## config.mk

```make
export PLATFORM = sky130hd
export DESIGN_NAME = ibex_obi_tl_bridge
export DESIGN_NICKNAME = d
export VERILOG_FILES = /design/src/rtl/ibex_tl_pkg.sv /design/src/rtl/ibex_tl_rob.sv /design/src/rtl/ibex_obi_tl_bridge.sv
export SDC_FILE = /design/constraint.sdc
export NUM_CORES = 1
export LEC_CHECK = 0
export ABC_AREA = 1
export CAP_MARGIN = 40
export CORE_MARGIN = 3
export CORE_UTILIZATION = 52
export DETAILED_ROUTE_END_ITERATION = 6
export PLACE_DENSITY_LB_ADDON = 0.1
export SLEW_MARGIN = 0
export SYNTH_ARGS = -nofsm -noshare
export SYNTH_HDL_FRONTEND = slang
export SYNTH_HIERARCHICAL = 1
export SYNTH_SLANG_ARGS = --single-unit
```

## constraint.sdc

```tcl
create_clock -name clk_i -period 7.8 [get_ports clk_i]
set_input_delay 1.56 -clock clk_i [delete_from_list [all_inputs] [get_ports clk_i]]
set_output_delay 1.56 -clock clk_i [all_outputs]
set_load 0.05 [all_outputs]
```

## src/rtl/ibex_tl_pkg.sv

```systemverilog
// ibex_tl_pkg: shared TileLink-UL types and helpers for the Ibex data-port bridge
package ibex_tl_pkg;
  typedef enum logic [2:0] {
    PutFullData    = 3'd0,
    PutPartialData = 3'd1,
    Get            = 3'd4
  } tl_a_op_e;
  typedef struct packed {
    logic        inflight;
    logic        resp_valid;
    logic        err;
    logic [31:0] data;
  } rob_entry_t;
  localparam logic [1:0] TL_SIZE_WORD = 2'd2;
  function automatic tl_a_op_e tl_opcode(input logic we, input logic [3:0] be);
    return !we ? Get : (be == 4'hF) ? PutFullData : PutPartialData;
  endfunction
endpackage

```

## src/rtl/ibex_tl_rob.sv

```systemverilog
// ibex_tl_rob: reorder buffer returning out-of-order D responses to the core in issue order
module ibex_tl_rob
  import ibex_tl_pkg::*;
#(
  parameter int MAX_OUTSTANDING = 4,
  localparam int SRC_W = (MAX_OUTSTANDING > 1) ? $clog2(MAX_OUTSTANDING) : 1
) (
  input  logic             clk_i,
  input  logic             rst_i,
  input  logic             i_push,
  input  logic             i_push_put,
  output logic             o_slot_free,
  output logic [SRC_W-1:0] o_tail,
  output logic             o_busy,
  input  logic             i_d_valid,
  input  logic [SRC_W-1:0] i_d_source,
  input  logic [31:0]      i_d_data,
  input  logic             i_d_err,
  output logic             o_rvalid,
  output logic [31:0]      o_rdata,
  output logic             o_err,
  output logic             o_proto_err
);
  localparam int CNT_W = $clog2(MAX_OUTSTANDING + 1);
  localparam logic [CNT_W-1:0] MAX_C = CNT_W'(MAX_OUTSTANDING);
  localparam logic [SRC_W:0] MAX_S = (SRC_W + 1)'(MAX_OUTSTANDING);
  rob_entry_t r_rob [MAX_OUTSTANDING];
  logic [MAX_OUTSTANDING-1:0] r_put;
  logic [SRC_W-1:0] r_head, r_tail;
  logic [CNT_W-1:0] r_count;
  logic r_rvalid, r_err, r_proto_err;
  logic [31:0] r_rdata;
  logic w_src_ok, w_d_ok, w_bypass, w_retire, w_ret_err;
  logic [31:0] w_d_data, w_ret_data;
  rob_entry_t w_d_ent, w_head_ent;
  function automatic logic [SRC_W-1:0] nxt(input logic [SRC_W-1:0] x);
    return (x == SRC_W'(MAX_OUTSTANDING - 1)) ? '0 : x + SRC_W'(1);
  endfunction
  // Accept a D beat only for an in-flight, not-yet-answered source; bypass straight to retire when it is the head
  always_comb begin
    w_src_ok   = {1'b0, i_d_source} < MAX_S;
    w_d_ent    = w_src_ok ? r_rob[i_d_source] : '0;
    w_head_ent = r_rob[r_head];
    w_d_ok     = i_d_valid & w_src_ok & w_d_ent.inflight & ~w_d_ent.resp_valid;
    w_d_data   = r_put[i_d_source] ? '0 : i_d_data;
    w_bypass   = w_d_ok & (i_d_source == r_head);
    w_retire   = w_head_ent.resp_valid | w_bypass;
    w_ret_data = w_head_ent.resp_valid ? w_head_ent.data : w_d_data;
    w_ret_err  = w_head_ent.resp_valid ? w_head_ent.err : i_d_err;
  end
  // Entry array: allocate on grant, fill on a parked response, clear on retire
  always_ff @(posedge clk_i or posedge rst_i) begin
    if (rst_i) begin
      for (int i = 0; i < MAX_OUTSTANDING; i++) r_rob[i] <= '0;
      r_put <= '0;
    end else begin
      for (int i = 0; i < MAX_OUTSTANDING; i++) begin
        if (i_push && SRC_W'(i) == r_tail) begin
          r_rob[i] <= '{1'b1, 1'b0, 1'b0, 32'h0};
          r_put[i] <= i_push_put;
        end else if (w_retire && SRC_W'(i) == r_head) begin
          r_rob[i] <= '0;
        end else if (w_d_ok && !w_bypass && SRC_W'(i) == i_d_source) begin
          r_rob[i].resp_valid <= 1'b1;
          r_rob[i].err        <= i_d_err;
          r_rob[i].data       <= w_d_data;
        end
      end
    end
  end
  // Pointers, occupancy, registered core response and sticky protocol error
  always_ff @(posedge clk_i or posedge rst_i) begin
    if (rst_i) begin
      r_head      <= '0;
      r_tail      <= '0;
      r_count     <= '0;
      r_rvalid    <= 1'b0;
      r_rdata     <= '0;
      r_err       <= 1'b0;
      r_proto_err <= 1'b0;
    end else begin
      if (i_push) r_tail <= nxt(r_tail);
      if (w_retire) begin
        r_head  <= nxt(r_head);
        r_rdata <= w_ret_data;
        r_err   <= w_ret_err;
      end
      r_rvalid <= w_retire;
      r_count  <= r_count + CNT_W'(i_push) - CNT_W'(w_retire);
      if (i_d_valid && !w_d_ok) r_proto_err <= 1'b1;
    end
  end
  assign o_slot_free = r_count < MAX_C;
  assign o_busy      = r_count != '0;
  assign o_tail      = r_tail;
  assign o_rvalid    = r_rvalid;
  assign o_rdata     = r_rdata;
  assign o_err       = r_err;
  assign o_proto_err = r_proto_err;
endmodule

```

## src/rtl/ibex_obi_tl_bridge.sv

```systemverilog
// ibex_obi_tl_bridge: Ibex data req/gnt/rvalid port to TileLink-UL A/D channels
module ibex_obi_tl_bridge
  import ibex_tl_pkg::*;
#(
  parameter int MAX_OUTSTANDING = 4,
  localparam int SRC_W = (MAX_OUTSTANDING > 1) ? $clog2(MAX_OUTSTANDING) : 1
) (
  input  logic             clk_i,
  input  logic             rst_i,
  input  logic             data_req_i,
  output logic             data_gnt_o,
  output logic             data_rvalid_o,
  input  logic             data_we_i,
  input  logic [3:0]       data_be_i,
  input  logic [31:0]      data_addr_i,
  input  logic [31:0]      data_wdata_i,
  output logic [31:0]      data_rdata_o,
  output logic             data_err_o,
  output logic             a_valid_o,
  input  logic             a_ready_i,
  output logic [2:0]       a_opcode_o,
  output logic [1:0]       a_size_o,
  output logic [SRC_W-1:0] a_source_o,
  output logic [31:0]      a_address_o,
  output logic [3:0]       a_mask_o,
  output logic [31:0]      a_data_o,
  input  logic             d_valid_i,
  output logic             d_ready_o,
  input  logic [SRC_W-1:0] d_source_i,
  input  logic [31:0]      d_data_i,
  input  logic             d_denied_i,
  input  logic             d_corrupt_i,
  output logic             busy_o,
  output logic             proto_err_o
);
  logic w_slot_free;
  assign a_valid_o   = data_req_i & w_slot_free;
  assign data_gnt_o  = a_valid_o & a_ready_i;
  assign a_opcode_o  = tl_opcode(data_we_i, data_be_i);
  assign a_size_o    = TL_SIZE_WORD;
  assign a_address_o = data_addr_i & 32'hFFFF_FFFC;
  assign a_mask_o    = data_we_i ? data_be_i : 4'hF;
  assign a_data_o    = data_wdata_i;
  assign d_ready_o   = 1'b1;
  ibex_tl_rob #(.MAX_OUTSTANDING(MAX_OUTSTANDING)) u_rob (
    .clk_i      (clk_i),
    .rst_i      (rst_i),
    .i_push     (data_gnt_o),
    .i_push_put (data_we_i),
    .o_slot_free(w_slot_free),
    .o_tail     (a_source_o),
    .o_busy     (busy_o),
    .i_d_valid  (d_valid_i),
    .i_d_source (d_source_i),
    .i_d_data   (d_data_i),
    .i_d_err    (d_denied_i | d_corrupt_i),
    .o_rvalid   (data_rvalid_o),
    .o_rdata    (data_rdata_o),
    .o_err      (data_err_o),
    .o_proto_err(proto_err_o)
  );
endmodule
```

==> flow_summary.ini <==
[clock_network]
numCtsBuffers = 17
cts_tree = yes
path_clk_slew_ps = 70
post_cts_resized = 0
ctsHtreeMaxLevel = 4
post_cts_buffers = 0
cts.sinks = 186
clk_path_buf_depth = 2
cts.hold.buffers_added = 0
clock_latency_ps = 430
cts_root_buffer = clkbuf_16

[layout]
final_cell_mix = nor2_1, nand2_1, dfrtp_1
antenna_cells = 0
final_cells = 1721
nets = 1568
drive_gt1_share_pct = 4.79
layout_commonest_cell = nor2_1
area_delta_synth_final_pct = 12.2

[die]
num_io_pins = 224
dieArea_um2 = 21500
dieWidth_um = 147
fp-row-count = 50
start_util_pct = 53.9
core_area_um2 = 19100
die_h_um = 147

[timing]
relSlewSlack_pct = 35.4
skew_ps = 9.57
finalSetupViolations = 0
period_needed_ps = 5010
worst_pin_slew_ps = 969
timing.final.crit_share_pct = 64.2
rsz0062_at_grt = no
setup-tns-final_ps = 0
hold_viol_final = 0
slew_viol_final = 0
fmax_mhz = 200
timing.final.ws_setup_ps = 2790

[critical_path]
rr_startpoint = u_rob/r_head[1]
r2r_cells = 11
ff2ff_setup_slack_ps = 3800
crit_top_cell = clkdlybuf4s50_1
required_ps = 6240
critPathKind = in2out
path_cells = clkdlybuf4s50_1, nand2_1, nor2_1, clkdlybuf4s50_1
startpoint_type = input pin
r2r-end = u_rob/r_count[2]
arrival_ps = 3450
path_buf_inv = 2
endpoint_kind = primary output
crit_family = buffers and inverters
cp_slowest_cell = clkdlybuf4s50_1
cpPeakStageDelay_ps = 920
critPathMaxFanout = 10

[logic_synthesis]
async_flop_share_pct = 100
ys_warn_count = 6
yosysSeqAreaShare_pct = 45.2
ys_types = 28
ys.flop_type = dfrtp_1
synth_edf_count = 0
syn_inst = 1464
postSynthAreaPerCell_um2 = 7.03
syn_area_um2 = 10300
synth_top_area_share_pct = 45.2
ys_seq_elements = 186
yosys.area.top_type = dfrtp_1
synth_area_leaders = dfrtp_1, nor2_1, nand2_1

[route]
vias = 8803
first_iter_violations = 714
wl_per_cell_um = 15.4
ant_nets = 0
vias_per_cell = 5.12
drc = 0
first_pass_iters = 5
wirelength_mm = 26.4

[global_route]
grt_usage_pct = 25.2
grt_max_degree = 73
antenna_found_initial = 0
grt_pass1_wl_mm = 43.8
grt_overflow_total = 0
grt_pass1_vias = 8384

[placed_design]
dp_hpwl_mm = 14.7
dp.cells = 1689
place_congestion = 0.801
dp_slack_ps = 2770
port_buffers = 91

[run]
drv_cap = 0

[power]
ir_drop_uv = 273
leakagePower_nw = 6.64
powerDensity_nw_per_um2 = 420

[worst_hold_path]
hold_class = reg2reg
min_path_cells = 1
holdPathEnd = u_rob/o_proto_err
hold_start = u_rob/o_proto_err

[run_status]
status = finished clean
==> power breakdown <==
group | leakage, nW | switching (mW) | internal, mW | total, mW
sequential | 2.49 | 0.227 | 1.33 | 1.56
clock | 0.310 | 0.372 | 0.553 | 0.925
combinational | 3.85 | 1.62 | 0.746 | 2.37
==> synth_stat cells (2+ instances only) <==
cell	instances
a21oi_1	3
a22oi_1	2
buf_2	38
buf_4	74
clkbuf_1	37
conb_1	2
dfrtp_1	186
ha_1	9
inv_1	152
inv_2	5
nand2_1	285
nand3_1	34
nand4_1	5
nor2_1	474
o211ai_1	32
o21ai_0	78
o22ai_1	33
or2_1	4
xor2_1	2
==> metrics by stage <==
| stage | util (%) | total power, mW | area (um2) | hold WS, ps |
|---|---|---|---|---|
| 2_1_floorplan | - | 3.31 | 10300 | 442 |
| 3_3_place_gp | 56.5 | 3.85 | 10800 | 440 |
| 3_5_place_dp | 57.2 | 3.94 | 10900 | 447 |
| 4_1_cts | 60.5 | 4.88 | 11500 | 462 |
| 5_1_grt | 60.5 | 5.23 | 11500 | 486 |
| 6_report | 60.5 | 4.85 | 11500 | 458 |
==> metal layers <==
metal	up-vias	wire length, um	GRT usage, %
met5	-	0	0
met4	0	427	6.91
met3	42	1510	4.03
met2	254	12700	41.8
met1	4165	11800	34.6
li1	4342	-	-
==> layout make-up <==
class	count	area [um2]
Clock buffer	20	457
Clock inverter	12	170
Fill cell	1721	7540
Inverter	157	594
Multi-Input combinational cell	975	4190
Sequential cell	186	4660
Tap cell	260	325
Timing Repair Buffer	111	1140
==> worst max path at each step <==
| stage | from | to | slack, ps | cells past startpoint |
|---|---|---|---|---|
| 4_1_cts | data_req_i | data_gnt_o | 2770 | 4 |
| 3_3_place_gp | data_req_i | data_gnt_o | 2770 | 4 |
| 3_5_place_dp | data_req_i | data_gnt_o | 2770 | 4 |
| 2_1_floorplan | rst_i | u_rob/o_err | 1180 | 1 |
| 6_report | data_req_i | data_gnt_o | 2790 | 4 |
| 5_1_grt | data_req_i | data_gnt_o | 2660 | 4 |
==> logic make-up (layout without fill, tap and decap cells) <==
group | Yosys count | count (layout) | share of synthesized area (%)
AOI/OAI and AO/OA | 149 | 149 | 8.50
xor gates and xnor gates | 3 | 3 | 0.255
adders and majority gates | 10 | 10 | 1.29
buffers and inverters | 307 | 300 | 14.4
DFF | 186 | 186 | 45.2
other | 2 | 6 | 0.0730
and+or+nand+nor | 807 | 807 | 30.3
==> registers in the layout, indices dropped and copies added (netlist names) <==
| signal | flops |
|---|---|
| u_rob/o_err | 1 |
| u_rob/o_proto_err | 1 |
| u_rob/o_rdata | 32 |
| u_rob/o_rvalid | 1 |
| u_rob/o_tail | 2 |
| u_rob/r_count | 3 |
| u_rob/r_head | 2 |
| u_rob/r_put | 4 |
| u_rob/r_rob | 140 |
No activity file was read; power rests on OpenSTA's default activity.
